## src/rtl/alu_input_sequencer.sv

```systemverilog
// Push-button operand/opcode loader with single-cycle registered ALU execution.
// Loads on button rising edges, fires once A, B and OP are all loaded, holds the result.
module alu_input_sequencer #(
  parameter int BITS_DATA = 8,
  parameter int BITS_OP   = 6,
  parameter int BUTTONS   = 3
) (
  input  logic                 clk,
  input  logic                 i_reset,
  input  logic [BITS_DATA-1:0] i_switches,
  input  logic [BUTTONS-1:0]   i_buttons,
  output logic [BITS_DATA-1:0] o_result,
  output logic                 o_zero,
  output logic                 o_carry,
  output logic                 o_overflow,
  output logic                 o_err,
  output logic                 o_valid,
  output logic [1:0]           o_state
);

  localparam int MSB = BITS_DATA - 1;

  localparam logic [BITS_OP-1:0] OP_ADD = BITS_OP'(6'b100000);
  localparam logic [BITS_OP-1:0] OP_SUB = BITS_OP'(6'b100010);
  localparam logic [BITS_OP-1:0] OP_AND = BITS_OP'(6'b100100);
  localparam logic [BITS_OP-1:0] OP_OR  = BITS_OP'(6'b100101);
  localparam logic [BITS_OP-1:0] OP_XOR = BITS_OP'(6'b100110);
  localparam logic [BITS_OP-1:0] OP_NOR = BITS_OP'(6'b100111);
  localparam logic [BITS_OP-1:0] OP_SRA = BITS_OP'(6'b000011);
  localparam logic [BITS_OP-1:0] OP_SRL = BITS_OP'(6'b000010);

  localparam logic [BITS_DATA-1:0] SHIFT_LIM = BITS_DATA'(BITS_DATA);

  typedef enum logic [1:0] {
    COLLECT = 2'b00,
    EXEC    = 2'b01,
    HOLD    = 2'b10
  } state_t;

  state_t state, next_state;

  logic [BUTTONS-1:0]   btn_q;
  logic [BUTTONS-1:0]   rise;
  logic [2:0]           rise_abo;
  logic [2:0]           ld_flags;
  logic [2:0]           flags_after;
  logic                 load_en;
  logic [BITS_DATA-1:0] reg_a;
  logic [BITS_DATA-1:0] reg_b;
  logic [BITS_OP-1:0]   reg_op;

  logic [BITS_DATA:0]   sum_ext;
  logic [BITS_DATA:0]   diff_ext;
  logic [BITS_DATA-1:0] alu_result;
  logic                 alu_carry;
  logic                 alu_ovf;
  logic                 alu_err;

  assign rise     = i_buttons & ~btn_q;
  assign rise_abo = rise[2:0];
  assign load_en  = (state != EXEC);
  assign o_state  = state;

  assign sum_ext  = {1'b0, reg_a} + {1'b0, reg_b};
  assign diff_ext = {1'b0, reg_a} - {1'b0, reg_b};

  always_comb begin
    alu_result = '0;
    alu_carry  = 1'b0;
    alu_ovf    = 1'b0;
    alu_err    = 1'b0;
    case (reg_op)
      OP_ADD: begin
        alu_result = sum_ext[MSB:0];
        alu_carry  = sum_ext[BITS_DATA];
        alu_ovf    = (reg_a[MSB] == reg_b[MSB]) && (sum_ext[MSB] != reg_a[MSB]);
      end
      OP_SUB: begin
        alu_result = diff_ext[MSB:0];
        // The extra bit of the widened difference is the unsigned borrow.
        alu_carry  = diff_ext[BITS_DATA];
        alu_ovf    = (reg_a[MSB] != reg_b[MSB]) && (diff_ext[MSB] != reg_a[MSB]);
      end
      OP_AND: alu_result = reg_a & reg_b;
      OP_OR:  alu_result = reg_a | reg_b;
      OP_XOR: alu_result = reg_a ^ reg_b;
      OP_NOR: alu_result = ~(reg_a | reg_b);
      OP_SRA: begin
        if (reg_b >= SHIFT_LIM)
          alu_result = {BITS_DATA{reg_a[MSB]}};
        else
          alu_result = $signed(reg_a) >>> reg_b;
      end
      OP_SRL: begin
        if (reg_b >= SHIFT_LIM)
          alu_result = '0;
        else
          alu_result = reg_a >> reg_b;
      end
      default: alu_err = 1'b1;
    endcase
  end

  always_comb begin
    next_state  = state;
    flags_after = ld_flags | (load_en ? rise_abo : 3'b000);
    case (state)
      COLLECT: if (&flags_after) next_state = EXEC;
      EXEC:    next_state = HOLD;
      HOLD:    if (|rise_abo) next_state = COLLECT;
      default: next_state = COLLECT;
    endcase
  end

  always_ff @(posedge clk) begin
    if (i_reset) state <= COLLECT;
    else         state <= next_state;
  end

  always_ff @(posedge clk) begin
    if (i_reset) begin
      // All-ones so a button already held at reset release is not seen as a press.
      btn_q      <= '1;
      ld_flags   <= '0;
      reg_a      <= '0;
      reg_b      <= '0;
      reg_op     <= '0;
      o_result   <= '0;
      o_zero     <= 1'b0;
      o_carry    <= 1'b0;
      o_overflow <= 1'b0;
      o_err      <= 1'b0;
      o_valid    <= 1'b0;
    end else begin
      btn_q   <= i_buttons;
      o_valid <= 1'b0;
      if (state == EXEC) begin
        o_result   <= alu_result;
        o_zero     <= (alu_result == '0);
        o_carry    <= alu_carry;
        o_overflow <= alu_ovf;
        o_err      <= alu_err;
        o_valid    <= 1'b1;
        ld_flags   <= '0;
      end else begin
        if (rise_abo[0]) reg_a  <= i_switches;
        if (rise_abo[1]) reg_b  <= i_switches;
        if (rise_abo[2]) reg_op <= i_switches[BITS_OP-1:0];
        ld_flags <= flags_after;
      end
    end
  end

endmodule

```

## config.mk

```make
export PLATFORM = sky130hd
export DESIGN_NAME = alu_input_sequencer
export DESIGN_NICKNAME = d
export VERILOG_FILES = /design/src/rtl/alu_input_sequencer.sv
export SDC_FILE = /design/constraint.sdc
export NUM_CORES = 1
export LEC_CHECK = 0
export CAP_MARGIN = 20
export CORE_MARGIN = 1
export CORE_UTILIZATION = 31
export CTS_BUF_LIST = sky130_fd_sc_hd__clkbuf_8 sky130_fd_sc_hd__clkbuf_16
export CTS_CLUSTER_DIAMETER = 120
export DETAILED_ROUTE_END_ITERATION = 7
export MAX_ROUTING_LAYER = met4
export PLACE_DENSITY_LB_ADDON = 0.05
export SYNTH_ARGS = -nofsm -noshare
export SYNTH_HDL_FRONTEND = slang
export SYNTH_SLANG_ARGS = --single-unit
```

## constraint.sdc

```tcl
create_clock -name clk -period 4.7 [get_ports clk]
set_input_delay 0.94 -clock clk [delete_from_list [all_inputs] [get_ports clk]]
set_output_delay 0.94 -clock clk [all_outputs]
set_load 0.01 [all_outputs]
```

# Yosys cells after proc, flatten, opt, wreduce, memory -nomap -nowiden
# Cells that the tools add are included.
# op_classes
n_addsub	2
magnitude_cmp	1
eq_ne	17
n_shift	2
muxes	11
bitwise	8
n_reduce_logical	12
# op_table
cell	n
$pmux 8 s8	1
$eq 6x6->1 const B	6
$mux 8	2
$eq 6x2->1 const B	2
$add 8x8->9	1
$sub 8x8->9	1
$and 8x8->8	1
$ge 8x4->1 const B	1
$logic_not 8->1	1
$not 8->8	1
$or 8x8->8	1
$reduce_and 2->1	4
$reduce_or 8->1	1
$shr 8x8->8	1
$sshr 8x8->8	1
$xor 8x8->8	1
$pmux 2 s3	1
$mux 2	2
$ne 2x2->1 const B	2
$pmux 1 s2	2
$and 3x3->3	1
$mux 3	1
$ne 1x1->1	3
$not 3->3	1
12 further kinds	14
# totals
register_bits	43
input_bits	13
out_inout_bits	15
elab_cells	65

# Logic depth before layout (Yosys ltp)
# depth
depth_word	7
mapped_depth	11
mapped_depth_nobuf	10

# Worst setup path before layout
# No wires, ideal clock.
# synth_path
kind	reg2reg
startpoint	register reg_b[2]
endpoint	register o_zero
setup_ns	0.069
arrival_ns	2.382
required_time_ns	4.631
path_slack_ns	2.249
stages_incl_launch_ff	12
path_buffers	2
synth_period_minus_slack_ns	2.451
cell_sequence	dfxtp_1 clkbuf_8 inv_1 ha_1 clkbuf_1 and3_1 a2111oi_0 o22ai_1 xnor2_1 a211oi_1 nand4_1 o21ai_1
# synth_between
elab_chain_cells	4
elab_cells_between_ends	13
cone_classes	add/sub (2); order compare (1); shift (2); mux (3); bitwise (4); reduce/logical (1)
# synth_rtl
element	line_no	rtl
start, declared	49	logic [BITS_DATA-1:0] reg_b;
start signal, assigned	147	if (rise_abo[1]) reg_b <= i_switches;
$ge 8x4->1, or another cell as far along	89, 95	
$mux 8, or another cell as far along	95	if (reg_b >= SHIFT_LIM)
$pmux 8 s8 (*)	72	case (reg_op)
$logic_not 8->1 (*)	139	o_zero <= (alu_result == '0);
end signal, assigned	139	
end, declared	13	output logic o_zero,
# Every way passes the cells marked *; elsewhere a longest branch is shown, timed or not.
# A chain may end at the register's enable or synchronous reset.

# Worst setup path after layout
# layout_path
startpoint	register reg_b[1]
endpoint	register o_zero
# Same word-level chain as after synthesis.

==> run_results.csv <==
group,metric,value,unit
outcome,status,"finished, final reports clean",
layout,final_util,35.5,%
yosys,synth_top_area_share,24.3,%
yosys,ys_seq_area_share,24.3,%
clock_tree,h-tree-depth,2,
worst_setup_path,critPathLaunchType,"flop",
worst_setup_path,crit_path_end_kind,"flop",
yosys,ys_types,72,
timing,post-route-period-util,67.4,%
hold_path,min_path_type,"flop to flop",
timing,hold_viol_final,0,
placement,gp_congestion,0.824,
routing,wl_met2,4200,microns
clock_tree,holdBufCountCts,0,
job,cap_violations,0,
routing,vias_per_cell,5.34,
layout,fillCellCount,1176,
floorplanning,initial_core_util,32.2,%
worst_setup_path,worstSetupPathType,"flop to flop",
layout,nets,463,
timing,finalSetupViolations,0,
power_and_ir_drop,p_leak,0.00141,uW
routing,drc,0,
layout,multi_input_area,2340,sq um
grt,overflow,0,
placement,dpl.hpwl,7630,microns
clock_tree,numCtsBuffers,5,
routing,dr.pass1.iters,4,
routing,wl_per_cell,17.7,microns
routing,final_antenna_net_count,0,
yosys,synth_edf_count,0,
grt,grt_pass1_wl,16100,microns
yosys,synth.cell_area,3540,sq um
routing,wl_met1,5110,microns
grt,grt_pass1_vias,2870,
floorplanning,die_w,109,microns
timing,tightest_slew,1.03,ns
layout,layout_common_cells,"nor2_1 (46), dfxtp_1 (43), nand2_1 (37)",
floorplanning,die_h,109,microns
timing,setup_tns,0,ns
layout,area_delta_synth_final,10.4,%
timing,skew,0.00646,ns
grt,antenna_found_initial,0,
yosys,ys_ff_latch,43,
timing,fmax,0.316,GHz
layout,drive_above_1_share,8.51,%
timing,finalMaxSlewViolations,0,
routing,vias,3005,
yosys,synthTopCellsByArea,"dfxtp_1 (24%), mux2i_1 (9.3%), ha_1 (8.8%)",
clock_tree,insertion_delay,0.29,ns
clock_tree,cts_setup_buffers,0,
timing,rsz0062_at_grt,"no",
yosys,avgSynthCellArea,8.58,sq um
worst_setup_path,worst-path-max-fanout,19,
placement,place_area,3760,sq um
placement,port_buffers,27,
worst_setup_path,crit_arrival,3.39,ns
routing,topRoutingLayerUsed,"met4",
layout,fin_area,3900,sq um
yosys,syn_inst,412,
placement,post-place-cells,556,
clock_tree,clk_pin_slew_worst_paths,0.06,ns
floorplanning,coreArea,11000,sq um
timing,finalCriticalPeriod,3.17,ns
yosys,async_reset_ff_share,0,%
layout,n_antenna_cell,0,
clock_tree,cts_tree,"built",
routing,routed_wl,9950,microns
layout,register_area,861,sq um
routing,drt_iter0_drc,247,
clock_tree,cts-root-buf,"clkbuf_16",
floorplanning,die-area,11800,sq um
yosys,netlist.top_cell.by_area,"dfxtp_1",
layout,final_common_cell,"nor2_1",
floorplanning,num_rows,38,
power_and_ir_drop,vdd_drop_max,0.129,mV
power_and_ir_drop,fin_total_pwr,881,uW
clock_tree,cts-resized-gates,0,
clock_tree,cts_sinks,43,
power_and_ir_drop,p_per_area,226,nW/um^2
timing,timing.slew.headroom,30.8,%
grt,track_usage,18.6,%
routing,wl_met3,340,microns
floorplanning,boundaryPins,28,
worst_setup_path,crit_required,4.92,ns
clock_tree,clockBufferDepth,2,
yosys,yosysWarnings,0,
layout,final_cells,563,
grt,grt_max_degree,38,
yosys,synth_nets,452,
yosys,synthFlopType,"dfxtp_1",
==> report_power, final <==
part	internal [uW]	switching [uW]	leakage, uW
Combinational	67.2	86.0	0.000992
Sequential	375	18.3	0.000349
Clock	194	141	0.0000696
==> per-stage QoR <==
step / hold slack (ns) / setup WS (ns)
after floorplan: 0.470 / 2.25
after global placement: 0.455 / 1.63
after detailed placement: 0.458 / 1.57
after CTS: 0.467 / 1.57
after global routing: 0.494 / 1.23
final: 0.458 / 1.53
==> critical path, cell delays in order, from the launching register on <==
cell and delay, ns:
dfxtp_1 0.89, inv_1 0.24, ha_1 0.37, a21o_1 0.20, a2111oi_0 0.39, o22ai_1 0.17
xnor2_1 0.15, a211oi_1 0.41, nand4_1 0.14, o21ai_1 0.13
==> path summary, 6_finish.rpt <==
path,start,end,slack [ns],depth (start not counted)
worst min-delay path,o_overflow,o_overflow,0.46,2
worst max-delay path,reg_b[1],o_zero,1.53,9
worst max register to register,reg_b[1],o_zero,1.53,9
worst min register to register,o_overflow,o_overflow,0.46,2
==> final cells by class <==
class,instances,area share (%)
clock buffer,5,3.21
tap,140,4.49
timing repair buffer,32,7.88
sequential,43,22.1
inverter,21,2.02
clock inverter,2,0.353
multi-input combinational,320,60.0
==> state kept, by name (all words and copies together), names as in the netlist <==
name / flops
o_carry: 1
reg_a: 8
o_state: 2
o_zero: 1
btn_q: 3
reg_op: 6
o_result: 8
o_overflow: 1
reg_b: 8
o_err: 1
o_valid: 1
ld_flags: 3
==> metal layers <==
metal | GRT usage, % | vias to the layer above
li1 | - | 1494
met1 | 26.2 | 1444
met2 | 26.0 | 49
met3 | 3.29 | 18
met4 | 7.24 | 0
met5 | - | -
==> cells by family after synthesis <==
logic type,count (synthesis),share of synthesized area [%]
and+or+nand+nor,156,23.0
muxes,36,11.3
DFF,43,24.3
adders and majority gates,27,9.98
xor gates and xnor gates,13,3.22
AOI/OAI and AO/OA,88,18.8
buffers and inverters,49,9.41
==> cells in the mapped netlist (4+ instances only) <==
cell	instances
nor2_1	46
dfxtp_1	43
nand2_1	37
mux2i_1	33
ha_1	25
a21oi_1	24
inv_1	21
nor3_1	12
clkbuf_8	11
nand2b_1	11
clkbuf_1	9
xnor2_1	9
nand4_1	7
nor2b_1	7
o21ai_0	7
a211oi_1	6
nand3_1	6
a21o_1	5
a22oi_1	4
buf_6	4
o22ai_1	4
xor2_1	4
Note: power is estimated with default switching activity, not from simulation.
